<file path="src/rtl/voice_phase_accumulator_pkg.sv">
// Shared sizing defaults and CPU register-select encodings for the voice phase accumulator.
package voice_phase_accumulator_pkg;

  localparam int DEF_VW         = 4;
  localparam int DEF_FRAC_W     = 8;
  localparam int DEF_INT_W      = 16;
  localparam int DEF_PITCH_W    = 16;
  localparam int DEF_NUM_VOICES = 2 ** DEF_VW;
  localparam int DEF_PHASE_W    = DEF_INT_W + DEF_FRAC_W;

  typedef enum logic [1:0] {
    SEL_PITCH = 2'd0,
    SEL_LOOP  = 2'd1,
    SEL_END   = 2'd2,
    SEL_KEY   = 2'd3
  } wr_sel_t;

endpackage

</file>
<file path="src/rtl/voice_phase_accumulator_phase_wrap_alu.sv">
// Combinational phase step: add pitch, compare against end point, then loop back or park at end.
module phase_wrap_alu #(
  parameter int FRAC_W  = 8,
  parameter int INT_W   = 16,
  parameter int PITCH_W = 16
) (
  input  logic [INT_W+FRAC_W-1:0] phase,
  input  logic [PITCH_W-1:0]      pitch,
  input  logic [INT_W-1:0]        loop_pt,
  input  logic [INT_W-1:0]        end_pt,
  output logic [INT_W+FRAC_W-1:0] next_phase,
  output logic                    end_hit_oneshot
);

  localparam int PHASE_W = INT_W + FRAC_W;

  logic [PHASE_W:0]   sum;
  logic [INT_W:0]     sum_int;
  logic [INT_W-1:0]   span;
  logic [PHASE_W-1:0] wrapped;

  // The extra top bit keeps the adder carry, so an overflowing sum always compares as past the end.
  assign sum     = {1'b0, phase} + {{(PHASE_W + 1 - PITCH_W){1'b0}}, pitch};
  assign sum_int = sum[PHASE_W:FRAC_W];
  assign span    = end_pt - loop_pt;
  assign wrapped = sum[PHASE_W-1:0] - {span, {FRAC_W{1'b0}}};

  always_comb begin
    next_phase      = sum[PHASE_W-1:0];
    end_hit_oneshot = 1'b0;
    if (sum_int >= {1'b0, end_pt}) begin
      if (loop_pt < end_pt) begin
        next_phase = wrapped;
      end else begin
        next_phase      = {end_pt, {FRAC_W{1'b0}}};
        end_hit_oneshot = 1'b1;
      end
    end
  end

endmodule

</file>
<file path="src/rtl/voice_phase_accumulator.sv">
// Time-multiplexed per-voice phase generator: one voice per slot_en, registered ROM address one cycle later.
// CPU key writes to the serviced voice win over the accumulator result; outputs always show pre-write state.
module voice_phase_accumulator
  import voice_phase_accumulator_pkg::*;
#(
  parameter int VW      = DEF_VW,
  parameter int FRAC_W  = DEF_FRAC_W,
  parameter int INT_W   = DEF_INT_W,
  parameter int PITCH_W = DEF_PITCH_W
) (
  input  logic             CK,
  input  logic             nCL,
  input  logic             slot_en,
  input  logic             wr_en,
  input  logic [VW-1:0]    wr_voice,
  input  logic [1:0]       wr_sel,
  input  logic [15:0]      wr_data,
  output logic [INT_W-1:0] rom_addr,
  output logic [VW-1:0]    voice_out,
  output logic             addr_valid,
  output logic             sync
);

  localparam int NUM_VOICES = 2 ** VW;
  localparam int PHASE_W    = INT_W + FRAC_W;

  logic [PHASE_W-1:0] phase_q  [NUM_VOICES];
  logic [PITCH_W-1:0] pitch_q  [NUM_VOICES];
  logic [INT_W-1:0]   loop_q   [NUM_VOICES];
  logic [INT_W-1:0]   end_q    [NUM_VOICES];
  logic [NUM_VOICES-1:0] active_q;
  logic [VW-1:0]      slot;

  logic [PHASE_W-1:0] alu_next;
  logic               alu_oneshot;

  phase_wrap_alu #(
    .FRAC_W  (FRAC_W),
    .INT_W   (INT_W),
    .PITCH_W (PITCH_W)
  ) u_alu (
    .phase           (phase_q[slot]),
    .pitch           (pitch_q[slot]),
    .loop_pt         (loop_q[slot]),
    .end_pt          (end_q[slot]),
    .next_phase      (alu_next),
    .end_hit_oneshot (alu_oneshot)
  );

  always_ff @(posedge CK or negedge nCL) begin
    if (!nCL) begin
      for (int i = 0; i < NUM_VOICES; i++) begin
        phase_q[i] <= '0;
        pitch_q[i] <= '0;
        loop_q[i]  <= '0;
        end_q[i]   <= '0;
      end
      active_q   <= '0;
      slot       <= '0;
      rom_addr   <= '0;
      voice_out  <= '0;
      addr_valid <= 1'b0;
      sync       <= 1'b0;
    end else begin
      if (slot_en) begin
        slot       <= slot + 1'b1;
        rom_addr   <= phase_q[slot][PHASE_W-1:FRAC_W];
        voice_out  <= slot;
        addr_valid <= active_q[slot];
        sync       <= (slot == '0);
        if (active_q[slot]) begin
          phase_q[slot] <= alu_next;
          if (alu_oneshot) active_q[slot] <= 1'b0;
        end
      end
      // Placed after the service update so a same-voice key write is the last assignment and wins.
      if (wr_en) begin
        case (wr_sel_t'(wr_sel))
          SEL_PITCH: pitch_q[wr_voice] <= PITCH_W'(wr_data);
          SEL_LOOP:  loop_q[wr_voice]  <= INT_W'(wr_data);
          SEL_END:   end_q[wr_voice]   <= INT_W'(wr_data);
          SEL_KEY: begin
            active_q[wr_voice] <= wr_data[0];
            if (wr_data[0]) phase_q[wr_voice] <= '0;
          end
          default: ;
        endcase
      end
    end
  end

endmodule

</file>
<file path="config.mk">
export PLATFORM = sky130hd
export DESIGN_NAME = voice_phase_accumulator
export DESIGN_NICKNAME = d
export VERILOG_FILES = /design/src/rtl/voice_phase_accumulator_pkg.sv /design/src/rtl/voice_phase_accumulator_phase_wrap_alu.sv /design/src/rtl/voice_phase_accumulator.sv
export SDC_FILE = /design/constraint.sdc
export NUM_CORES = 2
export LEC_CHECK = 0
export CORE_ASPECT_RATIO = 0.8
export CORE_MARGIN = 5
export CORE_UTILIZATION = 40
export DETAILED_ROUTE_END_ITERATION = 7
export PLACE_DENSITY_LB_ADDON = 0.08
export SLEW_MARGIN = 10
export SYNTH_ARGS = -nofsm -noshare
export SYNTH_HDL_FRONTEND = slang
export SYNTH_HIERARCHICAL = 1
export SYNTH_SLANG_ARGS = --single-unit
</file>
<file path="constraint.sdc">
create_clock -name CK -period 6.4 [get_ports CK]
set_input_delay 0.96 -clock CK [delete_from_list [all_inputs] [get_ports CK]]
set_output_delay 0.96 -clock CK [all_outputs]
set_load 0.05 [all_outputs]
</file>
* Word level (Yosys, flattened, before mapping) *
Cells that the tools add are included.

storage, ports and cells
  register bits = 1194
  input port bits = 26

operators by class
  $add $sub $neg = 4
  order comparisons = 10
  equal/unequal tests = 3
  muxes and demuxes = 43
  bitwise gates (word level) = 6
  reductions and logical operators = 9

operators by type and width
  operator            count
  $mux 384            5
  $bwmux 256          3
  $and 384x384->384   1
  $bwmux 384          1
  $not 384->384       1
  $bmux 16 s4         3
  $demux 24 s4        2
  $mux 16             12
  $mux 24             6
  $bmux 24 s4         1
  $demux 16 s4        1
  $add 24x16->25      1
  $sub 24x24->24      1
  $ge 17x16->1        1
  $and 16x16->16      1
  $bwmux 16           1
  $lt 16x16->1        1
  $not 16->16         1
  $sub 16x16->16      1
  $ge 5x5->1 const B  2
  $lt 4x5->1 const B  2
  $lt 5x1->1 const B  2
  $not 4->5           2
  $demux 1 s4         2
  other kinds (10)    21

* Logic depth before layout (Yosys ltp) *
  depth after elaboration = 15
  mapped depth = 33
  gate-level depth less buffers = 27

* Modules after synthesis *
The synthesis kept the hierarchy.

modules (own cells, without submodules)
  module                   times used  cells an instance  area each (um^2)  seq. area each (um^2)
  voice_phase_accumulator  1           4246               56743.2           29878.7
  phase_wrap_alu           1           437                3185.6            0.0

* Worst setup path after synthesis *
Ideal clock, no wire load.

  path kind = flip-flop to flip-flop
  start = reg slot[0]
  end = reg phase_q[236] in the netlist's numbering
  data arrival time = 6.696 ns
  path slack = -0.376 ns
  stages on the path, launching flop included = 31
  clock period less this slack = 6.776 ns
  cell sequence = dfrtp_1 buf_2 clkbuf_1 buf_2 mux4_2 mux4_2 ha_1 and2_1 o21ai_0 a31oi_1 a221o_1 a21oi_1 o21bai_1 a21oi_1 xnor2_1 ha_1 nand4_1 a21oi_1 nor4_1 o21bai_1 a21oi_1 a21oi_1 o221ai_1 nor2b_1 buf_6 buf_2 mux2i_1 clkbuf_1 clkbuf_1 nand2_1 mux2i_1

on the way
  cells in the longest elaborated chain, start to end = 15

ends and longest elaborated chain
  item                                                                      RTL line                                                                                    text
  start: declaration                                                        voice_phase_accumulator.sv:32                                                               logic [VW-1:0] slot;
  start signal: assignment                                                  voice_phase_accumulator.sv:66                                                               slot <= slot + 1'b1;
  $not 4->5 (implied by the code) (*)                                       -
  $bmux 24 s4, or another cell as far along                                 voice_phase_accumulator.sv:42                                                               .phase (phase_q[slot]),
  $mux 24 (implied by the code), or another cell as far along (2 in a row)  voice_phase_accumulator.sv:42
  $add 24x16->25 / $sub 16x16->16 (equally long branches)                   voice_phase_accumulator_phase_wrap_alu.sv:23, voice_phase_accumulator_phase_wrap_alu.sv:25
  $sub 24x24->24                                                            voice_phase_accumulator_phase_wrap_alu.sv:26                                                assign wrapped = sum[PHASE_W-1:0] - {span, {FRAC_W{1'b0}}};
  $mux 24                                                                   voice_phase_accumulator_phase_wrap_alu.sv:32                                                if (loop_pt < end_pt) begin
  $mux 24 (*)                                                               voice_phase_accumulator_phase_wrap_alu.sv:31                                                if (sum_int >= {1'b0, end_pt}) begin
  named net alu_next[20]                                                    voice_phase_accumulator.sv:34                                                               logic [PHASE_W-1:0] alu_next;
  $bwmux 384 (*)                                                            voice_phase_accumulator.sv:72                                                               phase_q[slot] <= alu_next;
  $mux 384 (*)                                                              voice_phase_accumulator.sv:71                                                               if (active_q[slot]) begin
  $mux 384 (*)                                                              voice_phase_accumulator.sv:65                                                               if (slot_en) begin
  $and 384x384->384 (no source line)                                        -
  $mux 384                                                                  voice_phase_accumulator.sv:84                                                               if (wr_data[0]) phase_q[wr_voice] <= '0;
  $mux 384                                                                  voice_phase_accumulator.sv:78                                                               case (wr_sel_t'(wr_sel))
  $mux 384 (*)                                                              voice_phase_accumulator.sv:77                                                               if (wr_en) begin
  end signal: indexed assignment                                            voice_phase_accumulator.sv:72
  end: declaration                                                          voice_phase_accumulator.sv:27                                                               logic [PHASE_W-1:0] phase_q [NUM_VOICES];

Mark *: on every way through the listed nets, which the timed path passes. The rest lies on a longest branch. The select of a mux whose other input is x is not followed.
A chain may end at the register's enable or synchronous reset.

* Worst setup path after layout *
  start = reg slot[0]
  end = reg phase_q[188] in the netlist's numbering

Same word-level chain as after synthesis.

==> metrics.yaml <==
final_layout:
  syn_to_final_growth_pct: 18.0
  drive_above_1_share: 0.412
  fin_util: 0.473
  fin_nets: 4940
sta:
  whs_ns: 0.122
  final_max_slew_viol_count: 0
  maxSlewHeadroom: 0.0761
  setup_slack_ns: -0.286
  rsz0062_at_grt: "true"
  fmax_mhz: 150
  tightest_slew_ns: 1.39
  finalCritPeriodShare: 1.04
  hold_viol: 0
  setup_viol: 384
  period_needed_ns: 6.69
  clock_skew_ns: 0.0347
run_status:
  outcome: "finished with violations"
  violations: "negative setup slack"
clocking:
  cts_sinks: 1194
  cts_max_level: 4
  clk_pin_slew_ns: 0.06
  clk_latency_ns: 0.78
  cts-root-buf: "clkbuf_16"
  cts_tree: "done"
  cts_buffers: 133
  cts.path.max_buffers: 3
  cts_hold_buf: 0
synth:
  synthCells: 4683
  synth_edf_count: 0
  synth_cell_types: 80
  synth_top_flop_cell: "dfrtp_1"
  seq_area_frac_synth: 0.499
  yosys_warnings: 6
  synth_seq_cells: 1194
  async_flop_share: 1.00
  avgSynthCellArea_um2: 12.8
  synth_nets: 4777
  syn_area_um2: 59900
grt:
  grt_overflow: 0
  grt_max_degree: 185
  grt_pass1_vias: 41200
  grt_pass1_wl_um: 295000
  track_usage: 0.251
  antenna_found_initial: 10
hold_path:
  hold_class: "in2async"
place:
  dpl.hpwl_um: 121000
  io_buffers: 47
  gp_congestion: 0.852
worst_setup_path:
  path_class: "reg2reg"
  cp-end-kind: "flop"
  crit_top_cell: "buf_12"
  cp.required_ns: 7.10
  max_stage_delay_ns: 0.55
  start_kind: "flop"
  cp_slowest_cell: "mux4_2"
  cp_max_fo: 16
  crit_arrival_ns: 7.38
run:
  cap_violations: 0
route:
  drt_iter0_drc: 3666
  drt_first_pass_iters: 5
  postRouteAntennaNets: 0
  via_per_inst: 5.87
  wl_per_cell_um: 28.9
  drc_errors: 0
  wirelength_um: 201000
  num_vias: 40700
floorplanning:
  core_um2: 149000
  row_count: 127
  die_area_um2: 158000
  start_util: 0.401
  die_h_um: 356
  die_w_um: 443
  ios: 48
## state kept, by name, summed over array words and instances, names as in the netlist, 4 cells and up
name       cells
active_q      16
phase_q      384
voice_out      4
end_q        256
slot           4
pitch_q      256
rom_addr      16
loop_q       256
## path summary, 6_finish.rpt
check,startpoint,end,slack [ns],depth (start not counted)
min in group CK,pitch_q[144],pitch_q[144],0.48,2
min reg2reg,pitch_q[144],pitch_q[144],0.48,2
max,slot[0],phase_q[188],-0.29,30
min,nCL,phase_q[382],0.12,1
max reg2reg,slot[0],phase_q[188],-0.29,30
max in group asynchronous,nCL,loop_q[25],4.51,2
## per-layer routing
layer,GRT usage,vias to the layer above,wire length (um)
met5,0,-,12
met4,0.0598,2,4410
met3,0.0375,273,11000
met2,0.378,1253,89300
met1,0.385,21900,96300
li1,-,17300,-
## repair_timing
action / CTS / global route
gates cloned: 7 / 9
buffers inserted: 14 / 29
pin swaps: 18 / 66
hold endpoints to repair: 0 / 0
resized for setup: 102 / 215
setup endpoints to repair: 400 / 400
## stage by stage
step	worst slack [ns]	std cells	setup TNS [ns]	instance area [um2]
final	-0.286	6946	-59.40	70700
after global routing	-0.470	6943	-125.34	70700
after CTS	-0.237	6909	-61.64	69600
after detailed placement	-0.649	6656	-171.40	64600
after global placement	-0.555	6655	-147.86	64600
after floorplan	0.00935	4683	0	60000
## worst max-delay path: cells and delay by family (launching register included)
family / cells / cell delay [ns]
DFF: 1 / 0.45
adders and majority gates: 2 / 0.61
buffers and inverters: 8 / 1.21
and+or+nand+nor: 7 / 1.32
xor gates and xnor gates: 1 / 0.25
muxes: 3 / 1.34
AOI/OAI and AO/OA: 9 / 1.40
## placed cells by master (no fill, tap or decap), types with 9 or more instances in the layout
cell type        count
dfrtp_1           1190
mux2_2             771
nand2_1            683
buf_4              363
mux4_2             345
mux2i_1            199
clkbuf_16          143
nand4_1            105
a21oi_1            101
o31ai_1             96
a21boi_1            76
buf_12              58
ha_1                55
o21ai_0             47
inv_1               46
a21oi_2             45
nand2_2             41
clkbuf_1            33
clkdlybuf4s50_1     30
clkbuf_8            26
nor2_1              21
xor2_1              21
a21boi_0            20
o22ai_1             20
xnor2_1             20
mux2_4              19
a31oi_1             18
clkinv_2            16
buf_2               16
a21o_1              15
nand2_4             14
nor4_4              12
nor4_2              12
nand3_1             11
nor2_2              11
o21ai_1             11
and2_1              10
buf_6                9
## layout make-up
| cell class | instances | area (um2) |
|---|---|---|
| fill | 13300 | 78700 |
| sequential | 1194 | 29900 |
| multi-input combinational | 2983 | 29200 |
| clock buffer | 197 | 3940 |
| timing repair buffer | 484 | 4560 |
| clock inverter | 35 | 438 |
| antenna | 4 | 10.0 |
| tap | 1999 | 2500 |
| inverter | 50 | 190 |
## cells by family (layout without fill, tap and decap cells)
kind of cell	after synthesis	count (layout)	synth area share
other	0	4	0
adders and majority gates	68	68	0.0146
buffers and inverters	514	766	0.0358
xor gates and xnor gates	51	51	0.00781
and+or+nand+nor	1005	1005	0.0757
muxes	1330	1338	0.311
DFF	1194	1194	0.499
AOI/OAI and AO/OA	521	521	0.0567
## cells in the mapped netlist (10+ instances only)
cell | instances | share of area
clkbuf_1 | 329 | 0.021
dfrtp_1 | 1194 | 0.50
buf_4 | 17 | 0.0021
inv_1 | 47 | 0.0029
a21oi_1 | 148 | 0.012
mux2_2 | 776 | 0.15
o21a_1 | 10 | 0.0013
xnor2_1 | 26 | 0.0038
mux2i_1 | 203 | 0.034
xor2_1 | 23 | 0.0034
nor2_1 | 37 | 0.0023
mux4_2 | 345 | 0.13
nand4_1 | 105 | 0.011
a21boi_0 | 76 | 0.0095
nor4_1 | 17 | 0.0018
nand3_1 | 17 | 0.0014
and2_1 | 14 | 0.0015
buf_2 | 70 | 0.0058
buf_1 | 40 | 0.0025
o22ai_1 | 20 | 0.0021
o31ai_1 | 98 | 0.012
a21boi_1 | 21 | 0.0026
and3_1 | 11 | 0.0011
ha_1 | 65 | 0.014
a31oi_1 | 21 | 0.0022
nand2_1 | 737 | 0.046
a21o_1 | 15 | 0.0019
o21ai_0 | 65 | 0.0054
Power is not shown: default switching activity piles up to over one toggle a cycle in this logic, so the estimate is an artifact.
